<file path="src/rtl/prio_enc_pkg.sv">
// Shared types and helpers for the priority-encoder family.
package prio_enc_pkg;

  typedef enum logic [1:0] {
    IDLE = 2'd0,
    EMIT = 2'd1,
    NONE = 2'd2
  } state_t;

  localparam int unsigned DEF_WIDTH = 8;

  // Index width for a given request width (at least one bit).
  function automatic int unsigned idx_width(input int unsigned width);
    return (width <= 1) ? 1 : $clog2(width);
  endfunction

endpackage

</file>
<file path="src/rtl/prio_enc_scanner_if.sv">
// Request-in / index-out handshake bundle for prio_enc_scanner.
interface prio_enc_scanner_if
  import prio_enc_pkg::*;
#(
  parameter int unsigned WIDTH = DEF_WIDTH
);
  localparam int unsigned IDXW = idx_width(WIDTH);

  logic             in_valid;
  logic             in_ready;
  logic [WIDTH-1:0] in_vec;
  logic             out_valid;
  logic             out_ready;
  logic [IDXW-1:0]  out_idx;
  logic             out_last;
  logic             out_none;

  // Scanner side.
  modport slave (
    input  in_valid, in_vec, out_ready,
    output in_ready, out_valid, out_idx, out_last, out_none
  );

  // Request source / consumer side.
  modport master (
    output in_valid, in_vec, out_ready,
    input  in_ready, out_valid, out_idx, out_last, out_none
  );
endinterface

</file>
<file path="src/rtl/prio_enc_comb.sv">
// Combinational priority encoder: index of the highest (or lowest) set bit.
module prio_enc_comb
  import prio_enc_pkg::*;
#(
  parameter int unsigned WIDTH     = DEF_WIDTH,
  parameter bit          LSB_FIRST = 1'b0
) (
  input  logic [WIDTH-1:0]            vec,
  output logic [idx_width(WIDTH)-1:0] idx,
  output logic                        found
);
  localparam int unsigned IDXW = idx_width(WIDTH);

  // Walk from lowest to highest priority so the last hit wins.
  always_comb begin
    idx   = '0;
    found = 1'b0;
    for (int unsigned i = 0; i < WIDTH; i++) begin
      if (vec[LSB_FIRST ? (WIDTH - 1 - i) : i]) begin
        idx   = IDXW'(LSB_FIRST ? (WIDTH - 1 - i) : i);
        found = 1'b1;
      end
    end
  end
endmodule

</file>
<file path="src/rtl/prio_enc_scanner.sv">
// Sequential priority scanner: emits the index of every set bit of an
// accepted request vector, one per output handshake, in priority order.
module prio_enc_scanner
  import prio_enc_pkg::*;
#(
  parameter int unsigned WIDTH     = DEF_WIDTH,
  parameter bit          LSB_FIRST = 1'b0
) (
  input logic               clk,
  input logic               rst_n,
  input logic               flush,
  prio_enc_scanner_if.slave bus
);
  localparam int unsigned IDXW = idx_width(WIDTH);

  state_t           state;
  logic [WIDTH-1:0] pending;
  logic             in_ready_q;
  logic             out_valid_q;
  logic [IDXW-1:0]  out_idx_q;
  logic             out_last_q;
  logic             out_none_q;

  logic [WIDTH-1:0] clr_mask;
  logic [WIDTH-1:0] pend_after;
  logic [WIDTH-1:0] enc_in;
  logic [IDXW-1:0]  enc_idx;
  logic             enc_found;
  logic             enc_single;

  // Outputs are registered; the encoder looks one step ahead (the incoming
  // vector in IDLE, the pending set minus the current beat in EMIT) so the
  // next beat's index/last are ready at the same edge that consumes this one.
  always_comb begin
    clr_mask = '0;
    for (int unsigned i = 0; i < WIDTH; i++) begin
      clr_mask[i] = (IDXW'(i) == out_idx_q);
    end
    pend_after = pending & ~clr_mask;
    enc_in     = (state == IDLE) ? bus.in_vec : pend_after;
    enc_single = (enc_in != '0) && ((enc_in & (enc_in - WIDTH'(1))) == '0);
  end

  prio_enc_comb #(
    .WIDTH     (WIDTH),
    .LSB_FIRST (LSB_FIRST)
  ) u_enc (
    .vec   (enc_in),
    .idx   (enc_idx),
    .found (enc_found)
  );

  // Scan FSM: reset, then flush, then handshakes.
  always_ff @(posedge clk) begin
    if (!rst_n) begin
      state       <= IDLE;
      pending     <= '0;
      in_ready_q  <= 1'b1;
      out_valid_q <= 1'b0;
      out_idx_q   <= '0;
      out_last_q  <= 1'b0;
      out_none_q  <= 1'b0;
    end else if (flush) begin
      state       <= IDLE;
      pending     <= '0;
      in_ready_q  <= 1'b1;
      out_valid_q <= 1'b0;
      out_idx_q   <= '0;
      out_last_q  <= 1'b0;
      out_none_q  <= 1'b0;
    end else begin
      case (state)
        IDLE: begin
          if (bus.in_valid) begin
            pending     <= bus.in_vec;
            in_ready_q  <= 1'b0;
            out_valid_q <= 1'b1;
            if (enc_found) begin
              state      <= EMIT;
              out_idx_q  <= enc_idx;
              out_last_q <= enc_single;
              out_none_q <= 1'b0;
            end else begin
              state      <= NONE;
              out_idx_q  <= '0;
              out_last_q <= 1'b1;
              out_none_q <= 1'b1;
            end
          end
        end
        EMIT: begin
          if (bus.out_ready) begin
            pending <= pend_after;
            if (out_last_q) begin
              state       <= IDLE;
              in_ready_q  <= 1'b1;
              out_valid_q <= 1'b0;
              out_idx_q   <= '0;
              out_last_q  <= 1'b0;
            end else begin
              out_idx_q  <= enc_idx;
              out_last_q <= enc_single;
            end
          end
        end
        NONE: begin
          if (bus.out_ready) begin
            state       <= IDLE;
            in_ready_q  <= 1'b1;
            out_valid_q <= 1'b0;
            out_idx_q   <= '0;
            out_last_q  <= 1'b0;
            out_none_q  <= 1'b0;
          end
        end
        default: begin
          state       <= IDLE;
          pending     <= '0;
          in_ready_q  <= 1'b1;
          out_valid_q <= 1'b0;
          out_idx_q   <= '0;
          out_last_q  <= 1'b0;
          out_none_q  <= 1'b0;
        end
      endcase
    end
  end

  assign bus.in_ready  = in_ready_q;
  assign bus.out_valid = out_valid_q;
  assign bus.out_idx   = out_idx_q;
  assign bus.out_last  = out_last_q;
  assign bus.out_none  = out_none_q;
endmodule

</file>
<file path="src/flat_wrapper.sv">
// flat-port wrapper written by rule: the top's interface ports become plain ports
module prio_enc_scanner_flat import prio_enc_pkg::*;
#(
  parameter int unsigned WIDTH     = DEF_WIDTH,
  parameter bit          LSB_FIRST = 1'b0
)
  (clk, rst_n, flush, bus_in_valid, bus_in_vec, bus_out_ready, bus_in_ready, bus_out_valid, bus_out_idx, bus_out_last, bus_out_none);
  prio_enc_scanner_if #(.WIDTH(WIDTH)) bus_i ();
  input logic clk;
  input logic rst_n;
  input logic flush;
  input wire logic [$bits(bus_i.in_valid)-1:0] bus_in_valid;
  input wire logic [$bits(bus_i.in_vec)-1:0] bus_in_vec;
  input wire logic [$bits(bus_i.out_ready)-1:0] bus_out_ready;
  output wire logic [$bits(bus_i.in_ready)-1:0] bus_in_ready;
  output wire logic [$bits(bus_i.out_valid)-1:0] bus_out_valid;
  output wire logic [$bits(bus_i.out_idx)-1:0] bus_out_idx;
  output wire logic [$bits(bus_i.out_last)-1:0] bus_out_last;
  output wire logic [$bits(bus_i.out_none)-1:0] bus_out_none;
  assign bus_i.in_valid = bus_in_valid;
  assign bus_i.in_vec = bus_in_vec;
  assign bus_i.out_ready = bus_out_ready;
  assign bus_in_ready = bus_i.in_ready;
  assign bus_out_valid = bus_i.out_valid;
  assign bus_out_idx = bus_i.out_idx;
  assign bus_out_last = bus_i.out_last;
  assign bus_out_none = bus_i.out_none;
  prio_enc_scanner #(.WIDTH(WIDTH), .LSB_FIRST(LSB_FIRST)) u_core (.clk(clk), .rst_n(rst_n), .flush(flush), .bus(bus_i));
endmodule
</file>
<file path="config.mk">
export PLATFORM = sky130hd
export DESIGN_NAME = prio_enc_scanner_flat
export DESIGN_NICKNAME = d
export VERILOG_FILES = /design/src/rtl/prio_enc_pkg.sv /design/src/rtl/prio_enc_scanner_if.sv /design/src/rtl/prio_enc_comb.sv /design/src/rtl/prio_enc_scanner.sv /design/src/flat_wrapper.sv
export SDC_FILE = /design/constraint.sdc
export NUM_CORES = 1
export LEC_CHECK = 0
export CAP_MARGIN = 20
export CORE_MARGIN = 2
export CORE_UTILIZATION = 50
export DETAILED_ROUTE_END_ITERATION = 8
export PLACE_DENSITY = 0.85
export SLEW_MARGIN = 25
export SYNTH_ARGS = -nofsm -noshare
export SYNTH_HDL_FRONTEND = slang
export SYNTH_SLANG_ARGS = --single-unit
</file>
<file path="constraint.sdc">
create_clock -name clk -period 5.5 [get_ports clk]
set_input_delay 1.1 -clock clk [delete_from_list [all_inputs] [get_ports clk]]
set_output_delay 1.1 -clock clk [all_outputs]
set_load 0.01 [all_outputs]
</file>
Word-level counts from Yosys, hierarchy flattened. Index checks and enable logic that the tools add are counted.

Word-level logic and storage cells: 86. Flip-flop bits (word level): 17.

Bitwise logic cells: 6. Reductions and logical operators: 10. $add $sub $neg: 1. Eq/ne operators: 13. Mux-type cells: 49.

Operators with widths (number): two-way mux 3 bit (11); two-way mux 8 bit (3); case mux 8 bit (3 select lines) (1); two-way mux 1 bit (23); bitwise AND 8 bit (2); == test 3 bit (first input constant) (4); case mux 1 bit (3 select lines) (4); two-way mux 2 bit (5); case mux 3 bit (3 select lines) (1); AND reduction 3 bit (3); logical NOT 8 bit (1); NOT 8 bit (1); nonzero test 8 bit (1); subtractor 8 x 1 -> 8 bit (second input constant) (1); == test 2 x 3 -> 1 bit (first input constant) (2); inequality test 2 bit (second input constant) (3); case mux 2 bit (3 select lines) (1); AND reduction 4 bit (1); == test 1 x 3 -> 1 bit (first input constant) (1); logical NOT 3 bit (1); NOT 1 bit (3); == test 2 x 1 -> 1 bit (second input constant) (1); == test 2 bit (second input constant) (1); logical NOT 2 bit (1); 3 further kinds (3).

Depth between registers and ports, before layout. Gate-level depths: netlist (run 1).

Word-level depth: 15. Mapped depth: 7. Depth with buffers taken out: 6.

By module. A second synthesis (run 1) with hierarchy kept.

Cells, all modules: 162. Area, all modules: 1218.7 um^2.

Modules (own cells, without submodules): prio_enc_scanner (area an instance 1161.1 um^2, cells an instance 150, instances 1); prio_enc_comb (area an instance 57.6 um^2, cells an instance 12, instances 1).

Least setup slack after synthesis (run 1). No wires, ideal clock.

Kind: input-to-reg. From: input bus_in_valid. To: register u_core.state[1]. Cell stages on the path: 5. Setup slack: 3.025 ns. Arrival: 2.395 ns. Library setup time: 0.080 ns. Path through: nor2b_1 > o32ai_1 > a31o_2 > or4_1 > a211oi_2.

Word-level cells in the longest chain between the ends: 2.

Ends and longest elaborated chain: start, declared (line flat_wrapper.sv:12) `input wire logic [$bits(bus_i.in_valid)-1:0] bus_in_valid;`; inequality test 2 bit (no source line); AND reduction 4 bit (no source line); end signal, assigned (line prio_enc_scanner.sv:56) `state <= IDLE;`; end signal, assigned (line prio_enc_scanner.sv:64) `state <= IDLE;`; end signal, assigned (line prio_enc_scanner.sv:79) `state <= EMIT;`; end, declared (line prio_enc_scanner.sv:16) `state_t state;`.

No other way between the ends. A chain may end at the register's enable or synchronous reset.

Final worst setup path (run 1). Same ends and word-level chain as after synthesis.

==> impl_metrics.py, run 1 <==
metrics = {
    "status": {
        "status": "complete, no violations",
    },
    "cells_and_area": {
        "areaGrowthSynthToFinish_pct": 16.7,
        "fill_cells": 221,
        "diodes": 0,
        "multi_input_area_um2": 856,
        "register_area_um2": 340,
        "nets": 210,
        "drive_gt1_share_pct": 5.61,
        "postLayoutCoreUtil_pct": 61.0,
        "fin_cells": 226,
        "design_area_mm2": 0.00148,
    },
    "clocking": {
        "cts_hold_buf": 0,
        "numCtsBuffers": 3,
        "cts_setup_buffers": 0,
        "clk_latency_ps": 300,
        "numClockSinks": 17,
        "h-tree-depth": 1,
        "clk_pin_slew_ps": 110,
        "cts-root-buf": "clkbuf_4",
        "ctsLongestPathBuffers": 2,
        "cts_tree": "built",
        "ctsResizeCount": 0,
    },
    "synth": {
        "ys_ff_latch": 17,
        "synthTopCellsByArea": "dfxtp_1 27%, a21oi_1 8.3%, nor2_1 6.5%",
        "yosysMostFrequentCell": "nor2_1",
        "synth_area_mm2": 0.00127,
        "yosysTopAreaCell": "dfxtp_1",
        "synth-edff-count": 0,
        "yosysWarnings": 0,
        "async_reset_ff_share_pct": 0,
        "synth_commonest_cells": "22 x nor2_1, 21 x a21oi_1, 17 x dfxtp_1",
        "synth_area_per_cell_um2": 6.95,
        "yosysTopAreaCellShare_pct": 26.8,
        "synth.distinct_cells": 44,
        "ys_seq_area_share_pct": 26.8,
        "synth_ff_type": "dfxtp_1",
        "synth_nets": 196,
        "synthCells": 183,
    },
    "route": {
        "dr.pass1.iters": 5,
        "ant_nets": 0,
        "wl_per_cell_um": 15.3,
        "remaining_drc_errors": 0,
        "vias_per_cell": 6.49,
        "vias": 1467,
        "drt-initial-drc-count": 129,
        "wl_um": 3450,
    },
    "setup_path": {
        "r2r_start": "u_core.state[0]",
        "startpoint_type": "input port",
        "regToRegSetupSlack_ps": 2780,
        "critPathKind": "input port to register",
        "reg2reg_depth": 6,
        "r2r_end": "u_core.state[1]",
        "cp-end-kind": "register",
        "cp.arrival_ps": 3100,
        "worst-path-max-fanout": 5,
        "required_ps": 5720,
    },
    "floorplanning": {
        "ioPinCount": 20,
        "dieWidth_um": 54.4,
        "design.core.area_mm2": 0.00243,
        "rows": 18,
        "start_util_pct": 52.3,
        "die_height_um": 54.4,
        "fp.dieArea_mm2": 0.00296,
    },
    "global_route": {
        "grt_pass1_wl_um": 5390,
        "grt_usage_pct": 24.6,
        "grt_max_degree": 26,
        "grt_overflow": 0,
        "first_global_vias": 1247,
        "antenna_found_initial": 0,
    },
    "power": {
        "pwr_density_cell_mw_per_mm2": 188,
        "power_leakage_nw": 0.493,
        "finalPower_uw": 279,
        "peakVddDrop_uv": 136,
    },
    "worst_hold_path": {
        "min_delay_path_depth": 2,
        "hp-class": "register to register",
        "min_to": "u_core.bus.out_none",
        "worstHoldStart": "u_core.bus.out_none",
    },
    "job": {
        "maxCapViolations": 0,
    },
    "place": {
        "gp_congestion": 0.956,
        "place_ws_ps": 2320,
        "port_buffers": 19,
        "dp_hpwl_um": 2530,
        "dpl_cell_area_mm2": 0.00146,
        "placed_cells": 222,
    },
    "sta": {
        "fin_hold_ws_ps": 463,
        "hold_viol": 0,
        "max_freq_ghz": 0.348,
        "slew_violations": 0,
        "setup_violations": 0,
        "fin_skew_ps": 5.32,
        "final.setup.tns_ps": 0,
        "period_share_pct": 52.3,
        "worst_pin_slew_ps": 872,
        "period_needed_ps": 2870,
        "slew_headroom_pct": 41.8,
        "worst_slack_ps": 2630,
        "rsz0062_at_grt": "no",
    },
}
[critical path: stages]
cell and delay [ps]:
clkdlybuf4s50_1 510, nor2b_1 240, o32ai_1 190, a31o_2 320, or4_1 520, a211oi_2 210
[placed cells by master (no fill, tap or decap), drive strengths merged, types with 2 or more instances in the layout]
cell / netlist / routed
nand2b: 8 / 8
a211oi: 3 / 3
o211ai: 2 / 2
mux2: 3 / 3
dfxtp: 17 / 17
o22ai: 4 / 4
and2: 2 / 2
nor2b: 3 / 3
o221ai: 2 / 2
a31oi: 5 / 5
nor2: 23 / 23
a21oi: 21 / 21
a22oi: 7 / 7
nand2: 15 / 15
clkdlybuf4s50: 0 / 19
nor3: 5 / 5
clkbuf: 6 / 4
nand3: 6 / 6
mux2i: 2 / 2
a31o: 2 / 2
nand3b: 2 / 2
o21ai: 14 / 14
inv: 9 / 9
[cell type report]
class	instances	share of cell area, %
multi-input cells	147	57.7
flip-flops and latches	17	22.9
repair buffers	19	12.8
well taps	30	2.53
inverters	9	2.28
clock buffers	4	1.77
[where the power goes]
group          leakage (nW)  internal (mW)  total (mW)  switching, mW
Clock                0.0150         0.0283      0.0727         0.0444
Sequential            0.138          0.127       0.137        0.00997
Combinational         0.340         0.0317      0.0689         0.0372
[metal layers]
| metal | up-vias | GRT usage (%) | wire length (µm) |
|---|---|---|---|
| met1 | 654 | 31.9 | 1470 |
| met3 | 16 | 4.10 | 367 |
| met2 | 96 | 40.6 | 1520 |
| met4 | 0 | 9.58 | 99 |
| met5 | - | 0 | 0 |
| li1 | 701 | - | - |
[worst max path at each step]
stage	slack, ps	to	cells past startpoint	from
final	2630	u_core.state[1]	6	bus_in_valid
after global routing	2540	u_core.state[1]	6	bus_in_valid
after global placement	2380	u_core.state[1]	6	bus_in_valid
after CTS	2620	u_core.state[1]	6	bus_in_valid
after floorplan	3030	u_core.state[1]	5	bus_in_valid
after detailed placement	2320	u_core.state[1]	6	bus_in_valid
[registers in the layout, summed over array words and instances (netlist names)]
register / flops
u_core.bus.in_ready: 1
u_core.bus.out_idx: 3
u_core.bus.out_last: 1
u_core.bus.out_none: 1
u_core.bus.out_valid: 1
u_core.pending: 8
u_core.state: 2
[cell families (layout without fill, tap and decap cells)]
| group | after synthesis | after routing | share of synthesized area (%) |
|---|---|---|---|
| and+or+nand+nor | 70 | 70 | 26.6 |
| muxes | 5 | 5 | 4.23 |
| adders and majority gates | 1 | 1 | 0.787 |
| DFF | 17 | 17 | 26.8 |
| AOI/OAI and AO/OA | 71 | 71 | 35.7 |
| buffers and inverters | 19 | 32 | 5.90 |
Power figures use the tool's default switching activity.
==> run 2, diff against run 1 <==
==> constraint.sdc (replaced) <==
create_clock -name clk -period 2.9 [get_ports clk]
set_input_delay 0.58 -clock clk [delete_from_list [all_inputs] [get_ports clk]]
set_output_delay 0.58 -clock clk [all_outputs]
set_load 0.01 [all_outputs]
==> run 2 against run 1 <==
Non-clock buffer count is 1 higher. Register-to-register slack lost 2300 ps. First-iteration DRC count fell by 49%. Worst setup slack got worse by 2100 ps. Critical path depth stayed put. Final area grew 0.59%.
==> impl_metrics.py, run 2 (synthesis results as in run 1) <==
metrics = {
    "worst_hold_path": {
        "hp-class": "register to register",
        "min_delay_path_depth": 2,
        "min_to": "u_core.bus.out_none",
        "worstHoldStart": "u_core.bus.out_none",
    },
    "route": {
        "drt-initial-drc-count": 66,
        "vias_per_cell": 6.41,
        "wl_um": 3460,
        "wl_per_cell_um": 15.2,
        "vias": 1454,
        "ant_nets": 0,
        "dr.pass1.iters": 5,
        "remaining_drc_errors": 0,
    },
    "clocking": {
        "cts-root-buf": "clkbuf_4",
        "numClockSinks": 17,
        "ctsResizeCount": 0,
        "h-tree-depth": 1,
        "cts_hold_buf": 0,
        "clk_pin_slew_ps": 110,
        "numCtsBuffers": 3,
        "ctsLongestPathBuffers": 2,
        "clk_latency_ps": 310,
        "cts_setup_buffers": 0,
        "cts_tree": "built",
    },
    "place": {
        "port_buffers": 19,
        "place_ws_ps": 227,
        "gp_congestion": 0.996,
        "dpl_cell_area_mm2": 0.00147,
        "dp_hpwl_um": 2620,
        "placed_cells": 223,
    },
    "setup_path": {
        "critPathKind": "register to register",
        "regToRegSetupSlack_ps": 500,
        "r2r_end": "u_core.state[1]",
        "startpoint_type": "register",
        "crit_start": "u_core.state[1]",
        "r2r_start": "u_core.state[1]",
        "cp.arrival_ps": 2630,
        "required_ps": 3130,
        "cp-end-kind": "register",
        "worst-path-max-fanout": 13,
        "reg2reg_depth": 6,
    },
    "sta": {
        "period_share_pct": 82.8,
        "setup_violations": 0,
        "worst_pin_slew_ps": 634,
        "hold_viol": 0,
        "fin_skew_ps": 5.24,
        "slew_violations": 0,
        "fin_hold_ws_ps": 469,
        "period_needed_ps": 2400,
        "slew_headroom_pct": 57.7,
        "max_freq_ghz": 0.417,
        "worst_slack_ps": 499,
        "final.setup.tns_ps": 0,
        "rsz0062_at_grt": "no",
    },
    "global_route": {
        "first_global_vias": 1235,
        "grt_overflow": 0,
        "antenna_found_initial": 0,
        "grt_max_degree": 17,
        "grt_pass1_wl_um": 5510,
        "grt_usage_pct": 25.9,
    },
    "floorplanning": {
        "rows": 18,
        "ioPinCount": 20,
        "die_height_um": 54.4,
        "fp.dieArea_mm2": 0.00296,
        "dieWidth_um": 54.4,
        "start_util_pct": 52.3,
        "design.core.area_mm2": 0.00243,
    },
    "job": {
        "maxCapViolations": 0,
    },
    "cells_and_area": {
        "diodes": 0,
        "largest_reg_flops": 8,
        "areaGrowthSynthToFinish_pct": 17.4,
        "drive_gt1_share_pct": 6.60,
        "design_area_mm2": 0.00149,
        "nets": 211,
        "layout_common_cells": "22 x nor2_1, 21 x a21oi_1, 19 x clkdlybuf4s50_1",
        "final_common_cell": "nor2_1",
        "largest_register": "u_core.pending",
        "fin_cells": 227,
        "postLayoutCoreUtil_pct": 61.4,
    },
    "status": {
        "status": "complete, no violations",
    },
    "power": {
        "pwr-share-comb_pct": 25.1,
        "peakVddDrop_uv": 212,
        "finalPower_uw": 531,
        "power_leakage_nw": 0.501,
        "pwr_density_cell_mw_per_mm2": 356,
        "clkPwrFrac_pct": 26.3,
        "pwr-share-seq_pct": 48.6,
        "internal_power_uw": 354,
        "p_switching_uw": 177,
        "swShare_pct": 33.3,
    },
}
[run 2: cell types whose count changed in the layout (fill, tap and decap cells not counted), sizes merged]
cell,previous run,this run
buf,0,1
clkinv,0,1
clkbuf,4,3
[run 2: power by group through the flow]
stage | Clock, mW | Sequential, mW | Combinational (mW)
floorplan | 0 | 0.256 | 0.0880
global placement | 0 | 0.263 | 0.126
detailed placement | 0 | 0.263 | 0.131
CTS | 0.141 | 0.257 | 0.131
global route | 0.149 | 0.259 | 0.147
finish | 0.140 | 0.258 | 0.133
[run 2: area by class of cell]
class | instances | area [µm²]
fillers | 237 | 940
multi-input cells | 147 | 856
flip-flops and latches | 17 | 340
repair buffers | 20 | 198
well taps | 30 | 37.5
inverters | 9 | 33.8
clock buffers | 3 | 22.5
clock inverters | 1 | 5.00
[run 2: critical path, stage by stage (launching register included)]
cell      delay (ps)
dfxtp_1          640
nor2_2           200
or3_1            400
o31a_1           140
o32a_1           210
or4_1            500
a211oi_2         230
[run 2: how the worst max path moves through the flow]
stage / to / slack, ps / cells after the start
floorplan: u_core.state[1] / 870 / 7
global placement: u_core.state[1] / 340 / 6
detailed placement: u_core.state[1] / 230 / 6
CTS: u_core.state[1] / 540 / 6
global route: u_core.state[1] / 420 / 6
finish: u_core.state[1] / 500 / 6
[run 2: routing by layer]
layer  GRT usage, %  vias up  wire length, µm  part of all wire [%]
li1               -      703                -                     -
met1           33.0      654             1490                    43
met2           40.0       86             1580                    46
met3           4.64       11              286                   8.3
met4           16.7        0               99                   2.9
met5              0        -                0                     0
==> run 3, diff against run 2 <==
--- a/config.mk
+++ b/config.mk
@@ -7,7 +7,7 @@
 export LEC_CHECK = 0
 export CAP_MARGIN = 20
 export CORE_MARGIN = 2
-export CORE_UTILIZATION = 50
+export CORE_UTILIZATION = 48
 export DETAILED_ROUTE_END_ITERATION = 8
 export PLACE_DENSITY = 0.85
 export SLEW_MARGIN = 25
==> constraint.sdc (replaced) <==
create_clock -name clk -period 2.2 [get_ports clk]
set_input_delay 0.44 -clock clk [delete_from_list [all_inputs] [get_ports clk]]
set_output_delay 0.44 -clock clk [all_outputs]
set_load 0.01 [all_outputs]
==> run 3 against run 2 <==
Non-clock buffer count rose by 22. Die area rose by 3.9%. Clock skew is 1.9 ps higher. Sequential power is 28% higher. Worst setup slack lost 300 ps. Sequential cell count stayed put. Total power grew 37%. Combinational power grew 67%. Final cell count up 9.7%. Core utilization is 4.9 points higher. Final area rose by 11%. Count of clock-buffer cells in the layout rose by 1. Critical path type unchanged. Highest routed layer unchanged.
==> impl_metrics.py, run 3 (synthesis results as in run 1) <==
metrics = {
    "floorplanning": {
        "dieWidth_um": 55.5,
        "rows": 18,
        "fp.dieArea_mm2": 0.00308,
        "start_util_pct": 50.9,
        "die_height_um": 55.5,
        "ioPinCount": 20,
        "design.core.area_mm2": 0.00250,
    },
    "setup_path": {
        "worst-path-max-fanout": 4,
        "crit_cells": 6,
        "cp.arrival_ps": 2240,
        "slowest_delay_ps": 490,
        "cp_slowest_cell": "or4_1",
        "endpoint": "u_core.state[1]",
        "regToRegSetupSlack_ps": 200,
        "worst-path-buf-inv": 0,
        "cpLargestDelayFamily": "simple AND/OR/NAND/NOR gates",
        "critPathKind": "register to register",
        "r2r_end": "u_core.state[1]",
        "startpoint_type": "register",
        "required_ps": 2430,
        "r2r_start": "u_core.bus.out_idx[1]",
        "cp-end-kind": "register",
        "crit_chain": "nand2b_1 > or3_1 > o31a_1 > o32a_1 > or4_1 > a211oi_2",
        "reg2reg_depth": 6,
        "crit_start": "u_core.bus.out_idx[1]",
    },
    "sta": {
        "fin_hold_ws_ps": 458,
        "period_share_pct": 91.0,
        "max_freq_ghz": 0.499,
        "hold_viol": 0,
        "setup_violations": 0,
        "rsz0062_at_grt": "no",
        "slew_violations": 0,
        "fin_skew_ps": 7.14,
        "worst_slack_ps": 197,
        "period_needed_ps": 2000,
        "slew_headroom_pct": 69.6,
        "worst_pin_slew_ps": 454,
    },
    "place": {
        "port_buffers": 19,
        "dp_hpwl_um": 2890,
        "place_ws_ps": -95.1,
        "gp_congestion": 0.935,
        "placed_cells": 245,
    },
    "status": {
        "status": "complete, no violations",
    },
    "cells_and_area": {
        "largest_register": "u_core.pending",
        "largest_reg_flops": 8,
        "nets": 233,
        "final_common_cell": "buf_4",
        "areaGrowthSynthToFinish_pct": 30.3,
        "drive_gt1_share_pct": 15.5,
        "layout_common_cells": "23 x buf_4, 22 x nor2_1, 21 x a21oi_1",
        "diodes": 0,
        "fin_cells": 249,
    },
    "power": {
        "power_leakage_nw": 0.604,
        "peakVddDrop_uv": 403,
        "finalPower_uw": 725,
        "pwr_density_cell_mw_per_mm2": 438,
    },
    "global_route": {
        "antenna_found_initial": 0,
        "grt_pass1_wl_um": 6310,
        "grt_max_degree": 25,
        "grt_overflow": 0,
        "first_global_vias": 1365,
        "grt_usage_pct": 25.4,
    },
    "route": {
        "vias": 1580,
        "wl_per_cell_um": 15.3,
        "ant_nets": 0,
        "remaining_drc_errors": 0,
        "wl_met1_um": 1680,
        "dr.pass1.iters": 5,
        "top_layer": "met4",
        "drt-initial-drc-count": 109,
        "wl_met3_um": 338,
        "wl_um": 3820,
        "route.met2.wl_um": 1680,
        "vias_per_cell": 6.35,
    },
    "clocking": {
        "numClockSinks": 17,
        "numCtsBuffers": 3,
        "clk_pin_slew_ps": 100,
        "ctsResizeCount": 0,
        "cts_hold_buf": 0,
        "cts_setup_buffers": 0,
        "h-tree-depth": 1,
        "clk_latency_ps": 300,
        "cts_tree": "built",
        "ctsLongestPathBuffers": 2,
        "cts-root-buf": "clkbuf_4",
    },
    "job": {
        "maxCapViolations": 0,
    },
    "worst_hold_path": {
        "worstHoldStart": "u_core.bus.out_none",
        "hp-class": "register to register",
    },
}
[run 3: cell count changes in the layout (fill, tap and decap cells not counted), sizes merged]
cell / before / now
clkbuf: 3 / 4
clkinv: 1 / 0
buf: 1 / 23
[run 3: worst min-delay path, cell delays in order, from the launching register on]
cell	delay [ps]
dfxtp_1	320
nand2_1	50
a21oi_1	50
[run 3: layout make-up]
class | instances | area, µm²
sequential | 17 | 340
clock buffer | 4 | 26.3
timing repair buffer | 42 | 363
multi-input combinational | 147 | 856
tap | 30 | 37.5
fill | 225 | 843
inverter | 9 | 33.8
[run 3: worst min-delay path by stage]
stage,endpoint,depth (start not counted)
after global placement,u_core.bus.out_none,2
after global routing,u_core.bus.out_valid,2
after CTS,u_core.bus.out_none,2
after floorplan,u_core.bus.out_none,2
final,u_core.bus.out_none,2
after detailed placement,u_core.bus.out_none,2
[run 3: metrics by stage]
stage	area (µm²)	utilization (%)	TNS, ps
after CTS	1660	66.3	0
final	1660	66.3	0
after detailed placement	1630	65.2	-95.1
after global routing	1660	66.3	0
after floorplan	1270	-	0
after global placement	1630	65.2	-16.6
[run 3: where the power goes]
group          internal [mW]  total (mW)  switching, mW  leakage (nW)
clock network         0.0708       0.173          0.102        0.0150
registers              0.319       0.330         0.0118         0.138
logic                  0.107       0.222          0.115         0.451
[run 3: routing by layer]
| layer | vias up | GRT usage, % |
|---|---|---|
| li1 | 743 | - |
| met1 | 728 | 33.8 |
| met2 | 94 | 37.2 |
| met3 | 15 | 4.92 |
| met4 | 0 | 16.0 |
| met5 | - | 0 |
